$ cat config.mk
export PLATFORM = sky130hd
export DESIGN_NAME = mem_port_arbiter
export DESIGN_NICKNAME = d
export VERILOG_FILES = /design/src/rtl/mem_port_arbiter.sv
export SDC_FILE = /design/constraint.sdc
export NUM_CORES = 1
export LEC_CHECK = 0
export CAP_MARGIN = 5
export CORE_AREA = 2 2 109 111
export DETAILED_ROUTE_END_ITERATION = 12
export DIE_AREA = 0 0 111 113
export DONT_BUFFER_PORTS = 1
export PLACE_DENSITY = 0.78
export REMOVE_ABC_BUFFERS = 1
export SLEW_MARGIN = 10
export SYNTH_ARGS = -nofsm -noshare
export SYNTH_HDL_FRONTEND = slang
export SYNTH_SLANG_ARGS = --single-unit
$ cat constraint.sdc
create_clock -name clk -period 2.06 [get_ports clk]
set_clock_uncertainty 0.1 [all_clocks]
set_input_delay 0.618 -clock clk [delete_from_list [all_inputs] [get_ports clk]]
set_output_delay 0.618 -clock clk [all_outputs]
set_load 0.05 [all_outputs]
$ cat src/rtl/mem_port_arbiter.sv
// Single-port memory arbiter shared by the fetch and MEM stages.
// Data has fixed priority, and only one access is in flight at a time.
module mem_port_arbiter #(
    parameter int ADDR_W = 32,
    parameter int DATA_W = 32,
    parameter int CNT_W  = 16
) (
    input  logic              clk,
    input  logic              rst,
    input  logic              if_req,
    input  logic [ADDR_W-1:0] if_addr,
    input  logic              if_cancel,
    output logic [DATA_W-1:0] if_rdata,
    output logic              if_ready,
    input  logic              d_req,
    input  logic              d_we,
    input  logic [ADDR_W-1:0] d_addr,
    input  logic [DATA_W-1:0] d_wdata,
    output logic [DATA_W-1:0] d_rdata,
    output logic              d_ready,
    output logic              mem_en,
    output logic              mem_we,
    output logic [ADDR_W-1:0] mem_addr,
    output logic [DATA_W-1:0] mem_wdata,
    input  logic [DATA_W-1:0] mem_rdata,
    input  logic              mem_ack,
    output logic              stall_if,
    output logic              stall_mem,
    output logic [CNT_W-1:0]  conflict_cnt
);

    typedef enum logic [1:0] {
        IDLE,
        BUSY_D,
        BUSY_I
    } state_t;

    state_t state;
    logic   drop;
    logic   d_win;
    logic   i_win;

    // A requester whose ready pulse is high is masked so it is not re-granted.
    always_comb begin
        d_win = d_req & ~d_ready;
        i_win = if_req & ~if_ready & ~if_cancel & ~d_win;
    end

    assign stall_mem = d_req & ~d_ready;
    assign stall_if  = (if_req & ~if_ready) | stall_mem;

    // Arbitration FSM with registered bus, read data and ready outputs.
    always_ff @(posedge clk or negedge rst) begin
        if (!rst) begin
            state        <= IDLE;
            drop         <= 1'b0;
            mem_en       <= 1'b0;
            mem_we       <= 1'b0;
            mem_addr     <= '0;
            mem_wdata    <= '0;
            if_rdata     <= '0;
            d_rdata      <= '0;
            if_ready     <= 1'b0;
            d_ready      <= 1'b0;
            conflict_cnt <= '0;
        end else begin
            if_ready <= 1'b0;
            d_ready  <= 1'b0;
            unique case (state)
                IDLE: begin
                    drop <= 1'b0;
                    if (d_win) begin
                        state     <= BUSY_D;
                        mem_en    <= 1'b1;
                        mem_we    <= d_we;
                        mem_addr  <= d_addr;
                        mem_wdata <= d_wdata;
                        if (if_req && conflict_cnt != '1)
                            conflict_cnt <= conflict_cnt + 1'b1;
                    end else if (i_win) begin
                        state     <= BUSY_I;
                        mem_en    <= 1'b1;
                        mem_we    <= 1'b0;
                        mem_addr  <= if_addr;
                        mem_wdata <= '0;
                    end
                end
                BUSY_D: begin
                    if (mem_ack) begin
                        state   <= IDLE;
                        mem_en  <= 1'b0;
                        d_ready <= 1'b1;
                        if (!mem_we)
                            d_rdata <= mem_rdata;
                    end
                end
                BUSY_I: begin
                    if (if_cancel)
                        drop <= 1'b1;
                    if (mem_ack) begin
                        state  <= IDLE;
                        mem_en <= 1'b0;
                        drop   <= 1'b0;
                        if (!drop && !if_cancel) begin
                            if_ready <= 1'b1;
                            if_rdata <= mem_rdata;
                        end
                    end
                end
                default: state <= IDLE;
            endcase
        end
    end

endmodule

# Yosys cells after proc, flatten, opt, wreduce, memory -nomap -nowiden
# Index checks and enable logic that the tools add are counted.
# W data, S select, Z words.
[totals]
rom_bits = 0
mem_bits_rw = 0
register_bits = 151
elab_cells = 66
latchBits = 0
n_memories = 0
[classes]
div_mod_pow = 0
reduce_logical = 16
magnitude_cmp = 0
shift = 0
n_bitwise = 10
n_eq_ne = 6
mux = 22
multipliers = 0
n_addsub = 1
[ops]
columns = ["op", "count"]
rows = [
  ["$mux W32", 4],
  ["$add A16 B1 Y16 const B", 1],
  ["$ne A16 B16 Y1 const B", 1],
  ["$mux W1", 12],
  ["$reduce_and A3 Y1", 4],
  ["$mux W2", 3],
  ["$ne A3 B3 Y1 const B", 2],
  ["$reduce_and A2 Y1", 3],
  ["$reduce_bool A2 Y1", 3],
  ["$not A1 Y1", 5],
  ["$and A1 B1 Y1", 4],
  ["$pmux W1 S2", 2],
  ["$pmux W2 S2", 1],
  ["$eq A2 B1 Y1 const B", 1],
  ["$eq A2 B2 Y1 const B", 1],
  ["$logic_and A1 B1 Y1", 2],
  ["$logic_not A1 Y1", 2],
  ["$logic_not A2 Y1", 1],
  ["$ne A2 B1 Y1 const B", 1],
  ["$reduce_or A2 Y1", 1],
  ["$or A1 B1 Y1", 1],
]

# Depth between registers and ports, before layout
# Gate-level depths: netlist of run 1.
[depth]
ltp_word = 7
ltp_mapped = 8
depth_no_buf = 6

# Worst setup path before layout of run 1
# No wires, ideal clock.
[synth_timing]
path_type = "reg2out"
startpoint = "register d_ready"
endpoint = "output port stall_if"
t_required_ns = 1.342
t_arrival_ns = 1.745
path_stages_with_launch = 5
setup_slack_ns = -0.403
cell_sequence = "dfrtp_1 -> nand2b_1 -> buf_4 -> buf_2 -> o21ai_0"
[synth_via]
elab_chain_len = 3
[synth_lines]
columns = ["item", "line", "rtl"]
rows = [
  ["start: declaration", "20", "output logic d_ready,"],
  ["start signal: assignment", "64", "d_ready <= 1'b0;"],
  ["start signal: assignment", "68", "d_ready <= 1'b0;"],
  ["start signal: assignment", "92", "d_ready <= 1'b1;"],
  ["$not A1 Y1", "49", "assign stall_mem = d_req & ~d_ready;"],
  ["$and A1 B1 Y1", "49", ""],
  ["$or A1 B1 Y1", "50", "assign stall_if = (if_req & ~if_ready) | stall_mem;"],
  ["end: declaration", "27", "output logic stall_if,"],
]
# No other way between the ends.

# Final worst setup path of run 1
[layout_timing]
startpoint = "register if_ready"
endpoint = "output port stall_if"
[layout_via]
elab_chain_len = 3
[layout_lines]
columns = ["item", "line", "rtl"]
rows = [
  ["start: declaration", "14", "output logic if_ready,"],
  ["start signal: assignment", "63", "if_ready <= 1'b0;"],
  ["start signal: assignment", "67", "if_ready <= 1'b0;"],
  ["start signal: assignment", "105", "if_ready <= 1'b1;"],
  ["$not A1 Y1", "50", ""],
  ["$and A1 B1 Y1", "50", ""],
  ["$or A1 B1 Y1", "50", ""],
]
# No other way between the ends.

==> results.toml, run 1 <==
[clock_tree]
post_cts_buffers = 0
cts_max_level = 4
clock_sink_count = 151
tritoncts = "built"
tritoncts.num_buffers = 17
cts_buffer_depth = 2
clock_latency_ns = 0.42
clk_pin_slew_worst_paths_ns = 0.06
root_buffer = "clkbuf_16"

[flow_run]
cap_violations = 0

[timing]
max_freq_ghz = 0.498
final-hold-violation-count = 151
part_of_the_cycle_the_worst_path_needs = 0.975
final_period_minus_worst_setup_slack_ns = 2.01
worst-slew-pin-transition_ns = 0.537
rsz_0062_raised_after_global_routing = "false"
slew_headroom = 0.642
holdWs_ns = -0.211
finalSetupViolations = 0
final_max_slew_viol_count = 0
timing.final.ws_setup_ns = 0.0520

[placement]
rd_place_congestion = 0.837
port-buffer-count = 0
place_ws_ns = 0.0180
detailedPlacementHpwl_um = 9840

[critical_path]
critical_path_class = "register to output port"
crit_required_ns = 1.34
worstRegToRegCells = 6
worst_setup_path_startpoint = "if_ready$_DFF_PN0_"
crit_slowest_cell = "dfrtp_1"
cp_data_arrival_time_ns = 1.29
critical_path.endpoint_type = "output port"
max_stage_delay_ns = 0.40
cp_top_family = "flip-flops"
startpoint_type = "register"
worst_r2r_startpoint = "state[1]$_DFFE_PN0P_"
crit_path_cell_trace = "buf_6 -> o21ai_4 -> buf_12"
critical_path_maximum_fanout = 2
crit-reg2reg-capture = "conflict_cnt[6]$_DFFE_PN0P_"
critical_path.n_buffers_inverters = 2
setup.reg_to_reg.worst_slack_ns = 0.17

[routing]
routed_wire_length_per_instance_um = 21.9
viasPerCell = 5.98
num_vias = 3830
detail_route.first_pass.iterations = 4
drt.antenna.violating_nets = 0
drt-initial-drc-count = 248
drcViolationCount = 0
wirelength_um = 14000

[finish]
area_growth_syn_to_layout_pct = 15.6
mostFrequentLayoutCells = "dfrtp_1 (151), mux2_2 (66), nand2_1 (40)"
layout.cells.most_common = "dfrtp_1"
fillers = 841
insertedDiodeCount = 0
layout_nets = 624
post_route_cells_drive_above_1_share = 0.270

[run_status]
failed_checks = "negative hold slack"
status = "complete, but fails checks"

[min_path]
min_path_type = "input pin to async pin"

[yosys]
asyncSetResetFlopFracSynth = 1.00
ys_seq_area_frac = 0.612
syn_avg_cell_area_sq_um = 13.3
synthFlopType = "dfrtp_1"
netlist-cell-type-count = 38
synth_enable_flop_cells = 0
synth_seq_cells = 151
synth.yosys.warnings = 0
synthesis.area_sq_um = 6170
synth_cells = 463

[floorplanning]
die_x_um = 111
rows = 39
die_height_um = 113
core_area_sq_um = 11300
starting_density = 0.548
io-pin-count = 285
dieArea_sq_um = 12500

[global_routing]
grt_antenna_before_repair = 0
global_route.usage.total = 0.222
grt-ovfl-total = 0
grt_pass1_vias = 4038
grt_max_degree = 152
grt_pass1_wl_um = 21400
synthesized netlist by cell type (6+ instances only):
master,instances,area share
mux2_2,66,0.12
nor2_1,7,0.0043
buf_6,8,0.015
mux2i_1,32,0.052
o21ai_0,7,0.0057
a22o_1,34,0.048
nand2_1,40,0.024
xnor2_1,9,0.013
o21ai_1,30,0.024
dfrtp_1,151,0.61
buf_2,11,0.0089
and3_1,9,0.0091
nand4_1,6,0.0061
routing by layer:
| metal | GRT usage | routed length, um | part of all wire | vias up |
|---|---|---|---|---|
| met3 | 0.104 | 1530 | 0.11 | 27 |
| met1 | 0.236 | 4970 | 0.35 | 1895 |
| met4 | 0.104 | 343 | 0.024 | 0 |
| met5 | 0 | 0 | 0 | - |
| li1 | - | - | - | 1704 |
| met2 | 0.377 | 7170 | 0.51 | 204 |
cells by family after synthesis:
family	Yosys count	synth area share
compound gates	83	0.0916
simple gates	80	0.0628
fa+ha+maj	5	0.0101
flops	151	0.612
buf+inv	34	0.0334
mux	99	0.174
xor+xnor	11	0.0156
layout make-up:
type | count | area [sq um] | share of cell area
Multi-Input combinational cell | 278 | 2220 | 0.311
Sequential cell | 151 | 3780 | 0.530
Timing Repair Buffer | 30 | 295 | 0.0414
Inverter | 6 | 22.5 | 0.00316
Clock buffer | 19 | 443 | 0.0621
Tap cell | 143 | 179 | 0.0251
Clock inverter | 13 | 195 | 0.0274
worst reg2reg max path, stage by stage (launching register included):
cell and delay, ns:
dfrtp_1 0.41, inv_1 0.11, ha_1 0.21, nand4b_1 0.27, nor2_2 0.33, o2111ai_1 0.19
xnor2_1 0.16
how the worst max path moves through the flow:
stage / to / slack (ns) / cells past startpoint
6_report: stall_if / 0.05 / 3
5_1_grt: conflict_cnt[15]$_DFFE_PN0P_ / 0.01 / 6
4_1_cts: stall_if / 0.005 / 3
3_5_place_dp: mem_addr[31]$_DFFE_PN0P_ / 0.02 / 5
3_3_place_gp: mem_addr[0]$_DFFE_PN0P_ / 0.07 / 5
2_1_floorplan: mem_addr[0]$_DFFE_PN0P_ / -1.95 / 3
per-stage QoR:
step	instances	utilization	instance area [sq um]	setup TNS (ns)	hold slack (ns)
final	640	0.633	7130	0	-0.211
after global routing	640	0.633	7130	0	-0.232
after CTS	640	0.632	7130	0	-0.226
after detailed placement	608	0.573	6460	0	0.225
after global placement	608	0.573	6460	0	0.225
after floorplan	435	-	5990	-135.69	0.222
flip-flops by register name, summed over array words and instances (netlist names):
| name | flops |
|---|---|
| mem_we | 1 |
| if_rdata | 32 |
| d_rdata | 32 |
| mem_en | 1 |
| mem_wdata | 32 |
| state | 2 |
| if_ready | 1 |
| d_ready | 1 |
| mem_addr | 32 |
| conflict_cnt | 16 |
| drop | 1 |
repair_timing:
| action | CTS | global route |
|---|---|---|
| endpoints found under the hold margin | 151 | 151 |
| setup endpoints to repair | 2 | 6 |
| pin swaps | 0 | 1 |
| cloned | 0 | 0 |
| gates resized for setup | 5 | 2 |
Power of run 1 is not shown: default switching activity piles up to over one toggle a cycle in this logic, so the estimate is an artifact.
==> run 2, diff against run 1 <==
- CTS_CLUSTER_DIAMETER: not set -> 120
==> results of run 2 <==
No change in the layout: final DEF, timing and power equal those of run 1.
Power of run 2 is left out for the same reason.
